[config.mk]
export PLATFORM = sky130hd
export DESIGN_NAME = busy_table
export DESIGN_NICKNAME = d
export VERILOG_FILES = /design/src/rtl/busy_table.sv
export SDC_FILE = /design/constraint.sdc
export NUM_CORES = 1
export LEC_CHECK = 0
export CORE_AREA = 2 2 143 145
export DETAILED_ROUTE_END_ITERATION = 8
export DIE_AREA = 0 0 145 147
export GPL_TIMING_DRIVEN = 1
export HOLD_SLACK_MARGIN = 0.03
export PLACE_DENSITY_LB_ADDON = 0.2
export SLEW_MARGIN = 15
export SYNTH_ARGS = -nofsm -noshare
export SYNTH_HDL_FRONTEND = slang
export SYNTH_SLANG_ARGS = --single-unit
[constraint.sdc]
create_clock -name clk -period 5.45 [get_ports clk]
set_input_delay 1.635 -clock clk [delete_from_list [all_inputs] [get_ports clk]]
set_output_delay 1.635 -clock clk [all_outputs]
set_load 0.02 [all_outputs]
[src/rtl/busy_table.sv]
// Busy table: one busy bit per physical register with a registered busy count.
// Optional same-cycle writeback bypass on the read ports: QU_BUSY_TABLE_BYPASS_EN.
module busy_table #(
   parameter int PHY_RF_DEPTH = 128,
   localparam int AW = $clog2(PHY_RF_DEPTH)
) (
   input  logic          clk,
   input  logic          rst,
   input  logic          flush,
   input  logic          busy_table_wr_en,
   input  logic [AW-1:0] busy_table_wr_addr,
   input  logic          busy_table_data_in,
   input  logic          clr_en,
   input  logic [AW-1:0] clr_addr,
   input  logic [AW-1:0] rd_addr_a,
   input  logic [AW-1:0] rd_addr_b,
   output logic          busy_a,
   output logic          busy_b,
   output logic [AW:0]   num_busy
);

   logic [PHY_RF_DEPTH-1:0] busy_q;
   logic [PHY_RF_DEPTH-1:0] busy_d;
   logic [AW:0]             num_busy_q;
   logic [AW:0]             num_busy_d;

   logic wr_ok;
   logic clr_ok;
   logic wr_inc;
   logic wr_dec;
   logic clr_dec;

   // Entry 0 is hard-wired ready; a clear colliding with a write yields to the write.
   assign wr_ok   = busy_table_wr_en && (busy_table_wr_addr != '0);
   assign clr_ok  = clr_en && (clr_addr != '0) &&
                    !(wr_ok && (busy_table_wr_addr == clr_addr));
   assign wr_inc  = wr_ok &&  busy_table_data_in && !busy_q[busy_table_wr_addr];
   assign wr_dec  = wr_ok && !busy_table_data_in &&  busy_q[busy_table_wr_addr];
   assign clr_dec = clr_ok && busy_q[clr_addr];

   always_comb begin
      busy_d = busy_q;
      if (clr_ok)
         busy_d[clr_addr] = 1'b0;
      if (wr_ok)
         busy_d[busy_table_wr_addr] = busy_table_data_in;
   end

   // Only real transitions move the count, so it always equals the popcount.
   assign num_busy_d = num_busy_q + (AW+1)'(wr_inc)
                                  - (AW+1)'(wr_dec)
                                  - (AW+1)'(clr_dec);

   always_ff @(posedge clk) begin
      if (rst || flush) begin
         busy_q     <= '0;
         num_busy_q <= '0;
      end else begin
         busy_q     <= busy_d;
         num_busy_q <= num_busy_d;
      end
   end

   assign num_busy = num_busy_q;

`ifdef QU_BUSY_TABLE_BYPASS_EN
   logic byp_a;
   logic byp_b;

   assign byp_a = clr_en && (clr_addr == rd_addr_a) &&
                  !(busy_table_wr_en && (busy_table_wr_addr == rd_addr_a));
   assign byp_b = clr_en && (clr_addr == rd_addr_b) &&
                  !(busy_table_wr_en && (busy_table_wr_addr == rd_addr_b));

   assign busy_a = busy_q[rd_addr_a] && !byp_a;
   assign busy_b = busy_q[rd_addr_b] && !byp_b;
`else
   assign busy_a = busy_q[rd_addr_a];
   assign busy_b = busy_q[rd_addr_b];
`endif

endmodule

==> key figures <==
CTS
  – TritonCTS clock tree: yes
  – Hold-fix buffer count after cts: 0
  – Clk_lat worst skew: 430 ps
  – Number of buffers added by the clock tree synthesis step: 17
  – H-tree depth: 4
  – Clock slew at the register clock pins of the worst setup and hold paths: 60 ps
  – Clock tree sinks: 136
  – Buffers from clock root to sink, at most: 2
  – CTS Root Cell: sky130_fd_sc_hd__clkbuf_16

Global route
  – Initial antenna violation count: 1
  – Largest net degree at the start of global routing: 100
  – All-layer global routing usage: 45.2%
  – First-pass GRT wire length: 72500 microns
  – Via count of the first global-routing pass: 11.5k
  – Overflow left after global routing: 0

Detailed routing
  – Wire length per cell: 29.8 microns
  – Via count of the routed design: 12.5k
  – Post-DRT Antenna Nets: 0
  – Overall routed net length: 49600 microns
  – Via-per-instance ratio: 7.47
  – Number of DRC violations after detailed-routing iteration 0: 2097
  – TritonRoute pass-1 iters: 9
  – DRC viols: 1

Flow run
  – Number of max-capacitance violations reported: 0

Die
  – # IOs: 44
  – Std-Cell Core Area: 19800 sq um
  – Count of standard-cell rows: 52
  – Die height: 147 microns
  – Width of the chip: 145 microns
  – Initial Utilization: 55.8%
  – Die Outline Area: 21300 sq um

Critical path
  – Worst path slowest cell: sky130_fd_sc_hd__mux4_2
  – Category of the worst setup path launch point: primary input
  – Kind of end point of the critical path: primary output
  – Stage delay of the slowest cell on the critical path: 510 ps
  – Arrival time reported for the critical path endpoint: 3790 ps
  – Largest driver fanout on the critical path: 6
  – Endpoint required time on the critical path: 3820 ps
  – Worst path cell trace: buf_4 > buf_12 > mux4_2 > mux4_2 > mux2_4 > a31oi_2 > o311ai_2 > buf_4
  – Worst Path Class, Setup: primary input to primary output

Place
  – Area of placed instances: 12900 sq um
  – Count of buffers inserted at the top-level ports: 43
  – Placer congestion estimate: 1.07
  – Post-DP HPWL: 34800 microns
  – Post-Place Cells: 1612
  – Placement Setup Slack: -498 ps

Finish
  – NumNets Final: 1429
  – Combined flip-flop and latch cell area: 2720 sq um
  – Number of cells in the finished layout apart from fillers: 1667
  – Synthesis-to-layout area growth: 25.7%
  – Post-Layout Inst Area: 13900 sq um
  – Layout cells sized above 1: 29.0%
  – Layout filler cell count: 1537
  – Area of the multi-input gates: 7860 sq um

Timing
  – Worst clock skew: 11.1 ps
  – Max-slew violations: 0
  – Fin crit period: 5430 ps
  – Measured slew at the worst slew-check pin: 1280 ps
  – Maximum achievable frequency: 184 MHz
  – Slew headroom: 14.5%
  – Final period utilization: 99.6%
  – Setup WS post-layout: 21.1 ps
  – Setup-failing EPs final: 0
  – Final Hold Viols: 0

Yosys
  – Warnings from Yosys: 0
  – Number of synthesized flops with an enable pin: 0
  – Unique masters post-synth: 77
  – Synthesized-area fraction occupied by ao, oa, aoi and oai cells: 18.9%
  – Netlist Area Pre-Place: 11100 sq um
  – Mux share of post-synthesis cell area: 26.8%
  – Dominant combinational cell family by area after synthesis: multiplexers
  – Yosys reg bits: 136
  – Post-synthesis async set-or-reset flop share: 0%
  – Cells after Synth: 1242
  – Post-synthesis share of cell area spent on full adders, half adders and majority gates: 1.26%
  – Mapped Avg Cell Area: 8.92 sq um
  – Share of the synthesized netlist area taken by xor and xnor gates: 1.03%
  – Area share of and/or/nand/nor cells after synthesis: 21.5%
  – Syn Nets: 1286
  – Ys flop type: sky130_fd_sc_hd__dfxtp_1
  – Sequential share of the synthesized area: 24.6%

Run status
  – Violated checks: design-rule violations
  – Run status: complete, but fails checks

Min path
  – Tightest Hold Check Type: flop to flop

Pwr
  – Max IR drop VDD: 0.000210 V
  – Pwr Total: 2.92 mW
  – Power Dens Cells: 209 nW/um^2
  – Leakage power figure: 4.73 nW
[cells in the mapped netlist, types with 10 or more instances]
master / n / area share (%)
sky130_fd_sc_hd__a221oi_1: 16 / 1.3
sky130_fd_sc_hd__mux2i_1: 38 / 3.4
sky130_fd_sc_hd__dfxtp_1: 136 / 25
sky130_fd_sc_hd__nand3_1: 34 / 1.5
sky130_fd_sc_hd__mux2_2: 19 / 1.9
sky130_fd_sc_hd__inv_1: 18 / 0.61
sky130_fd_sc_hd__o21ai_0: 16 / 0.72
sky130_fd_sc_hd__nand2_1: 232 / 7.9
sky130_fd_sc_hd__o21ai_1: 90 / 4.1
sky130_fd_sc_hd__clkbuf_1: 49 / 1.7
sky130_fd_sc_hd__o2111ai_1: 28 / 2.2
sky130_fd_sc_hd__a22oi_1: 12 / 0.81
sky130_fd_sc_hd__nand2b_1: 14 / 0.79
sky130_fd_sc_hd__buf_2: 38 / 1.7
sky130_fd_sc_hd__buf_1: 14 / 0.47
sky130_fd_sc_hd__mux4_2: 102 / 21
sky130_fd_sc_hd__o31ai_1: 32 / 2.2
sky130_fd_sc_hd__nor2b_1: 10 / 0.56
sky130_fd_sc_hd__nor3_1: 13 / 0.59
sky130_fd_sc_hd__nand4_1: 90 / 5.1
sky130_fd_sc_hd__nor2_1: 51 / 1.7
sky130_fd_sc_hd__a21oi_1: 24 / 1.1
sky130_fd_sc_hd__buf_6: 10 / 1.0
[sequential cells by signal (all words and copies together) (netlist names)]
register and cells:
num_busy 8, busy_q 128
[through the flow]
step                      hold WS (ps)  utilization, %  setup TNS, ps
final                              531            70.2              0
after detailed placement           511            64.8          -1860
after floorplan                    466               -              0
after CTS                          519            68.3          -90.4
after global placement             505            64.8          -1640
after global routing               543            70.2          -40.2
[cell type report]
cell class,instances,area share (%)
sequential,136,19.5
inverter,22,0.611
antenna,1,0.0180
tap,270,2.43
timing repair buffer,239,16.6
clock inverter,12,1.28
multi-input combinational,969,56.4
clock buffer,18,3.08
[cell usage in the layout, fill, tap and decap left out, drive strengths merged, types with 29 or more instances in the layout]
| cell | count |
|---|---|
| nor2 | 51 |
| mux4 | 102 |
| buf | 198 |
| nand2 | 233 |
| mux2i | 38 |
| o31ai | 32 |
| o21ai | 106 |
| clkdlybuf4s50 | 29 |
| dfxtp | 136 |
| nand3 | 34 |
| nand4 | 90 |
[cell families (layout without fill, tap and decap cells)]
group | Yosys count | after routing
AO/OA/AOI/OAI | 289 | 289
XOR/XNOR | 13 | 13
adder cells (fa/ha/maj) | 10 | 10
buffers and inverters | 137 | 291
flip-flops | 136 | 136
multiplexers | 166 | 166
other | 0 | 1
AND/OR/NAND/NOR | 491 | 491
[critical path, delay by kind of cell]
| kind | cells | cell delay, ps |
|---|---|---|
| compound gates | 2 | 360 |
| buf+inv | 3 | 470 |
| mux | 3 | 1320 |
[path summary, 6_finish.rpt]
check | startpoint | endpoint | slack (ps) | cells past startpoint
setup / recovery | rd_addr_a[0] | busy_a | 20 | 8
hold / removal | busy_q[96]$_SDFF_PP0_ | busy_q[96]$_SDFF_PP0_ | 530 | 2
setup reg to reg | busy_q[48]$_SDFF_PP0_ | num_busy[7]$_SDFF_PP0_ | 1070 | 18
hold reg to reg | busy_q[96]$_SDFF_PP0_ | busy_q[96]$_SDFF_PP0_ | 530 | 2
[per-layer routing]
metal  GRT usage (%)  vias to the layer above  part of all wire (%)
met5               0                        -                     0
met2            65.7                     1226                    42
met1            59.6                     5772                    35
li1                -                     5123                     -
met3            13.3                      334                    15
met4            27.9                        0                   7.9
[what timing repair did]
item	in CTS	in global routing
resized for setup	11	48
endpoints found under the setup margin	3	4
buffers inserted	2	16
pin swaps	0	10
cloned	2	4
[where the power goes]
group / internal [mW] / total [mW] / switching (mW)
clock network: 0.760 / 1.24 / 0.480
registers: 1.01 / 1.02 / 0.0102
logic: 0.285 / 0.661 / 0.376
Note: power is estimated with default switching activity, not from simulation.
